==> src/rtl/ram_arbiter_pkg.sv <==
// Shared encodings and request record for the I/D port arbiter in front of the data RAM.
// The round-robin pick is kept here so the policy lives in one place.
package ram_arbiter_pkg;

    localparam logic ENABLE    = 1'b1;
    localparam logic DISABLE   = 1'b0;
    localparam logic RAM_READ  = 1'b0;
    localparam logic RAM_WRITE = 1'b1;

    localparam int unsigned ARB_CNT_W = 4;
    typedef logic [ARB_CNT_W-1:0] arb_cnt_t;

    typedef enum logic {
        ARB_IDLE   = 1'b0,
        ARB_ACCESS = 1'b1
    } arb_state_t;

    typedef enum logic {
        ARB_PORT_I = 1'b0,
        ARB_PORT_D = 1'b1
    } arb_port_t;

    typedef struct packed {
        arb_port_t   port;
        logic        we;
        logic [31:0] addr;
        logic [3:0]  sel;
        logic [31:0] wdata;
    } arb_req_t;

    // On a tie the port that was not served last wins.
    function automatic arb_port_t arb_pick(input logic i_elig, input logic d_elig,
                                           input arb_port_t last);
        if (i_elig && d_elig) begin
            return (last == ARB_PORT_I) ? ARB_PORT_D : ARB_PORT_I;
        end
        return d_elig ? ARB_PORT_D : ARB_PORT_I;
    endfunction

endpackage

==> src/rtl/ram_arbiter.sv <==
// Shares one data RAM between the instruction-fetch port (I, read-only) and the memory
// port (D, read/write); each access holds the RAM for WAIT_CYCLES cycles, then acks.
module ram_arbiter
    import ram_arbiter_pkg::*;
#(
    parameter int unsigned WAIT_CYCLES = 1
) (
    input  logic        clock,
    input  logic        reset,

    input  logic        i_req,
    input  logic [31:0] i_addr,
    output logic        i_ack,
    output logic [31:0] i_rdata,
    output logic        i_stall,

    input  logic        d_req,
    input  logic        d_we,
    input  logic [31:0] d_addr,
    input  logic [3:0]  d_sel,
    input  logic [31:0] d_wdata,
    output logic        d_ack,
    output logic [31:0] d_rdata,
    output logic        d_stall,

    output logic        ram_ce,
    output logic        ram_op,
    output logic [31:0] ram_addr,
    output logic [3:0]  ram_sel,
    output logic [31:0] ram_wdata,
    input  logic [31:0] ram_rdata
);

    localparam arb_cnt_t CNT_INIT = arb_cnt_t'(WAIT_CYCLES - 1);

    arb_state_t  r_state;
    arb_cnt_t    r_count;
    arb_port_t   r_last;
    arb_req_t    r_req;
    logic        r_i_ack;
    logic        r_d_ack;
    logic [31:0] r_i_rdata;
    logic [31:0] r_d_rdata;

    logic        w_i_elig;
    logic        w_d_elig;
    logic        w_grant_valid;
    arb_port_t   w_grant_port;
    arb_req_t    w_grant_req;

    // A request still high in its own ack cycle is stale and must not re-grant.
    always_comb begin
        w_i_elig      = i_req & ~r_i_ack;
        w_d_elig      = d_req & ~r_d_ack;
        w_grant_valid = w_i_elig | w_d_elig;
        w_grant_port  = arb_pick(w_i_elig, w_d_elig, r_last);
        if (w_grant_port == ARB_PORT_D) begin
            w_grant_req = '{port: ARB_PORT_D, we: d_we, addr: d_addr, sel: d_sel,
                            wdata: d_wdata};
        end else begin
            w_grant_req = '{port: ARB_PORT_I, we: 1'b0, addr: i_addr, sel: 4'b1111,
                            wdata: 32'h0};
        end
    end

    always_ff @(posedge clock or posedge reset) begin
        if (reset) begin
            r_state   <= ARB_IDLE;
            r_count   <= '0;
            r_last    <= ARB_PORT_I;
            r_req     <= '0;
            r_i_ack   <= 1'b0;
            r_d_ack   <= 1'b0;
            r_i_rdata <= '0;
            r_d_rdata <= '0;
        end else begin
            r_i_ack <= 1'b0;
            r_d_ack <= 1'b0;
            case (r_state)
                ARB_IDLE: begin
                    if (w_grant_valid) begin
                        r_state <= ARB_ACCESS;
                        r_count <= CNT_INIT;
                        r_last  <= w_grant_port;
                        r_req   <= w_grant_req;
                    end
                end
                ARB_ACCESS: begin
                    if (r_count != '0) begin
                        r_count <= r_count - 1'b1;
                    end else begin
                        r_state <= ARB_IDLE;
                        if (r_req.port == ARB_PORT_I) begin
                            r_i_ack   <= 1'b1;
                            r_i_rdata <= ram_rdata;
                        end else begin
                            r_d_ack <= 1'b1;
                            if (!r_req.we) begin
                                r_d_rdata <= ram_rdata;
                            end
                        end
                    end
                end
                default: r_state <= ARB_IDLE;
            endcase
        end
    end

    // RAM strobes decode straight from state so reset drops ram_ce without a clock edge.
    always_comb begin
        ram_ce    = DISABLE;
        ram_op    = RAM_READ;
        ram_addr  = '0;
        ram_sel   = '0;
        ram_wdata = '0;
        if (r_state == ARB_ACCESS) begin
            ram_ce    = ENABLE;
            ram_op    = (r_req.we && r_count == '0) ? RAM_WRITE : RAM_READ;
            ram_addr  = r_req.addr;
            ram_sel   = r_req.sel;
            ram_wdata = r_req.wdata;
        end
    end

    assign i_ack   = r_i_ack;
    assign d_ack   = r_d_ack;
    assign i_rdata = r_i_rdata;
    assign d_rdata = r_d_rdata;
    assign i_stall = i_req & ~r_i_ack;
    assign d_stall = d_req & ~r_d_ack;

endmodule

==> config.mk <==
export PLATFORM = sky130hd
export DESIGN_NAME = ram_arbiter
export DESIGN_NICKNAME = d
export VERILOG_FILES = /design/src/rtl/ram_arbiter_pkg.sv /design/src/rtl/ram_arbiter.sv
export SDC_FILE = /design/constraint.sdc
export NUM_CORES = 1
export LEC_CHECK = 0
export ABC_AREA = 1
export BUFFER_PORTS_ARGS = -buffer_cell sky130_fd_sc_hd__buf_4
export CAP_MARGIN = 15
export CORE_MARGIN = 1.5
export CORE_UTILIZATION = 49
export DETAILED_ROUTE_END_ITERATION = 7
export PLACE_DENSITY = 0.81
export SYNTH_ARGS = -nofsm -noshare
export SYNTH_HDL_FRONTEND = slang
export SYNTH_SLANG_ARGS = --single-unit
==> constraint.sdc <==
create_clock -name clock -period 6.05 [get_ports clock]
set_input_delay 1.815 -clock clock [delete_from_list [all_inputs] [get_ports clock]]
set_output_delay 1.815 -clock clock [all_outputs]
set_load 0.01 [all_outputs]
## Word level (Yosys, flattened, before mapping)

Cells that the tools add are included.

| operators by class | value |
|---|---|
| divide/modulo/power cells | 0 |
| bitwise gates (word level) | 9 |
| $lt $le $gt $ge | 0 |
| reductions and logical operators | 8 |
| $add $sub $neg | 1 |
| multiplexer cells | 24 |
| multipliers | 0 |
| shift operators | 0 |
| equal/unequal tests | 2 |

Operator list:

| kind | number |
|---|---|
| 70-bit two-way mux | 1 |
| 32-bit two-way mux | 2 |
| 1-bit two-way mux | 16 |
| 4-bit two-way mux | 3 |
| 4-bit one-hot mux with 2 select lines | 1 |
| 1-bit NOT | 6 |
| 4-bit logical NOT | 1 |
| 2-bit AND reduction | 2 |
| 4-bit AND reduction | 1 |
| 4-bit nonzero test | 1 |
| 4-bit by 1-bit subtractor with 4-bit output (second input constant) | 1 |
| 3-bit AND reduction | 1 |
| 1-bit AND | 2 |
| 1-bit logical AND | 2 |
| 2-bit by 1-bit != test with 1-bit output (second input constant) | 1 |
| 2-bit != test (second input constant) | 1 |
| 1-bit one-hot mux with 2 select lines | 1 |
| 1-bit OR | 1 |

| word-level totals | value |
|---|---|
| memories | 0 |
| word-level logic and storage cells | 56 |
| latch bits | 0 |
| ROM bits | 0 |
| output and inout port bits | 138 |
| flip-flop bits (word level) | 142 |
| memory bits (writable) | 0 |
| bits of input ports | 137 |

## Depth between registers and ports, before layout

| depth | value |
|---|---|
| depth in word-level cells | 6 |
| gate-level depth with buffers | 9 |
| depth with buffers taken out | 7 |

## Worst setup path before layout

OpenSTA, ideal clock, no wires.

| path | value |
|---|---|
| path kind | input -> output |
| start | input port d_req |
| end | output port d_stall |
| buffers on the path | 1 |
| path slack | 2031 ps |
| stages on the path | 3 |
| data arrival time | 2204 ps |
| cell sequence | inv_1 -> nor2_4 -> buf_2 |

| on the way | value |
|---|---|
| longest elaborated chain between the ends | 1 |

RTL lines:

| item | line | source |
|---|---|---|
| from (decl) | ram_arbiter.sv:17 | `input logic d_req,` |
| 1-bit AND | ram_arbiter.sv:130 | `assign d_stall = d_req & ~r_d_ack;` |
| to (decl) | ram_arbiter.sv:24 | `output logic d_stall,` |

No other way between the ends.

## Worst setup path after layout

Ends and elaborated chain as after synthesis.

==> results.md <==
- In this run the count of I/O pins placed on the die edge is ~280.
- The total power after layout is 4.73 mW.
- The count of warnings emitted by yosys is 0.
- The placement-stage cell area is between 0.008 and 0.009 mm².
- STA puts the critical path data arrival time at 2.57 ns.
- Walking the worst path, the cells encountered are buf_4 > inv_1 > nor2_4 > buf_4 > buf_4.
- Counting every instance in the synthesized netlist gives ~870.
- The setup TNS after final layout is 0 ns.
- The cell area after layout is just over 0.009 mm².
- The overall routing resource usage is ~25%.
- The number of nets with antenna violations after detailed routing is 0.
- For this block, the via count after detailed routing is 6147.
- The post-detailed-route wirelength per cell is about 13 µm.
- The count of pins over their slew limit is 0.
- After detailed routing, the number of vias per cell comes to ~4.7.
- Summed over all nets, the switching power comes to between 1.5 and 2 mW.
- The number of antenna violations at the first check in global routing is 0.
- CTS saw roughly 140 sinks.
- The number of gates resized after CTS was 0.
- The maximum number of pins on one net before global-route repair is approximately 110.
- For this design the ratio of total power to cell area is a little over 500 mW/mm².
- STA puts the critical path data required time at 4.24 ns.
- Once routing completed, OpenROAD measured the worst setup slack at around 1.7 ns.
- STA classifies the critical path endpoint as an output pin.
- The synthesized area is around 0.0067 mm².
- The worst pin sits at a relative slew slack of between 30% and 40%.
- The cell sitting at the root of the clock tree is a clkbuf_16.
- The critical path is of the in2out type.
- For this design, the CTS-stage hold fixing added 0 buffers.
- Counting the buffers created by CTS gives 17.
- The starting DRC count in detailed routing is 298.
- The clock network burns between 20% and 30% of the power.
- The proportion of power drawn by flip-flops and latches is between 30% and 40%.
- The maximum achievable frequency is between 200 and 250 MHz.
- After synthesis the netlist holds a flip-flop and latch count of ~140.
- The pre-antenna-repair detailed-routing pass consisted of 5 iterations.
- The total grt overflow is 0.
- Internal power comes to roughly 3 mW.
- The number of buffers inserted by post-CTS setup repair is 0.
- The cell type of the slowest stage on the worst timing path is buf_4.
- The gate family responsible for the most delay along the worst path is buffers and inverters.
- During placement, the flow inserted port buffers numbering between 200 and 300.
- After detailed routing, the total wire length is 17.3 mm.
- At the end of the flow, the number of nets in the layout was between 1000 and 1500.
- The maximum buffer depth of the clock tree is 2.
- Setup repair after global routing left no endpoint under its margin.
- The remaining routing DRC violations is 0.
- 0 antenna diodes ended up in the layout.
- The largest single stage delay on the critical path is 0.34 ns.
- The share of the core filled with cells in the final layout is a little over two thirds.
- In this design, the critical path's most frequently occurring cell is buf_4.
- The TritonCTS clock tree is built.
- The worst clock skew on the final layout is 0.00673 ns.
- For this design the static power due to leakage is between 5 and 6 nW.
- The path category of the worst min-delay check is reg2reg.
- The via count of the first global-routing pass is around 5900.
- The number of levels in the clock H-tree is 4.
- In this run switching power makes up between 30% and 40% of total power.
- The die boundary width is 120 µm.
- The net count after synthesis is between 1000 and 1500.
- In this run the core area contains 42 standard-cell rows.
- At the later pin of the worst-skew pair, clock insertion delay measures 0.41 ns.
- The placeable core area is between 0.01 and 0.015 mm².
- Of all nets on the critical path, the largest fanout is 34.
- The placed wire-length estimate after detailed placement is about 12 mm.
- The sequential-to-total area share from yosys stat is a little over half.
- The number of different library cells in the post-synthesis netlist is 21.
- The share of final-layout standard cells stronger than drive strength 1 is between 20 and 30%.
- The run finished with clean final reports.
- STA classifies the critical path startpoint as an input port.
- The minimum clock period after layout is between 4 and 5 ns.
- The hold violation total from the final report came to 0.
- The clock slew at the register clock pins of the worst setup and hold paths is ~0.060 ns.
- The number of maximum-capacitance constraint violations is 0.
- The synthesized area divided by synthesized cell count is 7.72 µm².
- The initial utilization of the core area, before any placement, comes to roughly half.
- The die extent in y is around 120 µm.
- At the placement stage, the worst setup path has a slack of 1.68 ns.
- IR analysis of the VDD net gives a maximum drop of ~0.32 mV.
- The critical path buffer and inverter count is 4.
- From synthesis to final layout, the design area changed by 39.3%.
- The first global-routing pass estimated approximately 28 mm of wire.
- The die covers around 0.014 mm².
- For the pin with the worst max-slew slack, the measured transition is 0.911 ns.
- The post-route fraction of the period consumed by the critical path is just over 70%.
- Routability-driven placement finished with a final weighted congestion of 0.849.
- The count of final setup violators is 0.
- The share of power burned in combinational logic is a little over two fifths.
## registers in the layout (all words and copies together), names as in the netlist
register	cells
d_ack	1
d_rdata	32
i_ack	1
i_rdata	32
r_count	4
r_last	1
r_req	69
r_state	1
## Yosys cell counts (all sizes together)
| master | count | area (µm²) |
|---|---|---|
| buf | 41 | 287 |
| clkbuf | 4 | 15.0 |
| dfrtp | 141 | 3530 |
| ha | 1 | 12.5 |
| inv | 180 | 676 |
| nand2 | 350 | 1320 |
| nand3 | 72 | 383 |
| nand4 | 1 | 6.26 |
| nor2 | 5 | 41.3 |
| o21ai | 72 | 424 |
| xor2 | 1 | 8.76 |
## per-stage QoR
stage               hold slack (ns)  instances
global placement              0.462       1278
floorplan                     0.449        868
detailed placement            0.465       1278
finish                        0.478       1310
global route                  0.501       1310
CTS                           0.481       1310
## layout by cell type, fill, tap and decap left out, types with 2 or more instances in the layout
cell type,synthesis,layout
clkinvlp_4,0,3
nand3_2,2,2
nor2_1,2,2
o21ai_0,9,9
clkbuf_16,0,17
nor2_4,3,3
clkinv_2,0,3
nand3_1,69,69
nand2_2,3,3
bufinv_16,0,4
o21ai_1,46,46
dfrtp_1,141,140
inv_2,3,3
inv_1,177,176
o21ai_2,17,17
clkbuf_1,4,3
buf_4,8,279
nand2_1,347,347
## final timing paths
path / start / end / slack [ns] / depth (start not counted)
max in group asynchronous: reset / r_req[41]$_DFFE_PP0P_ / 3.43 / 3
min in group asynchronous: reset / r_req[9]$_DFFE_PP0P_ / 1.60 / 2
worst max register to register: r_state$_DFF_PP0_ / r_count[0]$_DFFE_PP0P_ / 3.37 / 6
worst min-delay path: r_req[28]$_DFFE_PP0P_ / r_req[28]$_DFFE_PP0P_ / 0.48 / 2
worst max-delay path: d_req / d_stall / 1.67 / 5
worst min register to register: r_req[28]$_DFFE_PP0P_ / r_req[28]$_DFFE_PP0P_ / 0.48 / 2
## worst register-to-register path, cell delays in order (launching register included)
cell,delay (ns)
dfrtp_2,0.64
buf_4,0.53
inv_1,0.12
nand2_2,0.32
buf_4,0.58
nand2_1,0.24
o21ai_1,0.17
## layer usage
metal  track usage (%)  up-vias  share of wire [%]
met5                 0        -                  0
met4              11.4        0                3.0
met3              7.32       38                8.5
met2              41.8      228                 50
met1              29.4     2819                 39
li1                  -     3062                  -
## cell families (layout without fill, tap and decap cells)
family	after synthesis	after routing	share of synthesized area, %
buffers and inverters	225	491	14.6
DFF	141	141	52.6
adders and majority gates	1	1	0.187
and+or+nand+nor	428	428	26.1
AOI/OAI and AO/OA	72	72	6.33
xor gates and xnor gates	1	1	0.131
## power by group through the flow
| stage | combinational, mW | sequential (mW) | clock (mW) |
|---|---|---|---|
| 6_report | 1.98 | 1.67 | 1.08 |
| 5_1_grt | 2.20 | 1.73 | 1.14 |
| 4_1_cts | 2.01 | 1.67 | 1.10 |
| 3_5_place_dp | 2.00 | 1.67 | 0 |
| 3_3_place_gp | 1.95 | 1.66 | 0 |
| 2_1_floorplan | 1.12 | 1.71 | 0 |
## layout make-up
cell class                      count  area [µm²]
Fill cell                        1110        3960
Clock inverter                     11         166
Sequential cell                   141        3530
Tap cell                          176         220
Inverter                          180         681
Clock buffer                       21         450
Multi-Input combinational cell    502        2200
Timing Repair Buffer              279        2090
Note: power is estimated with default switching activity, not from simulation.
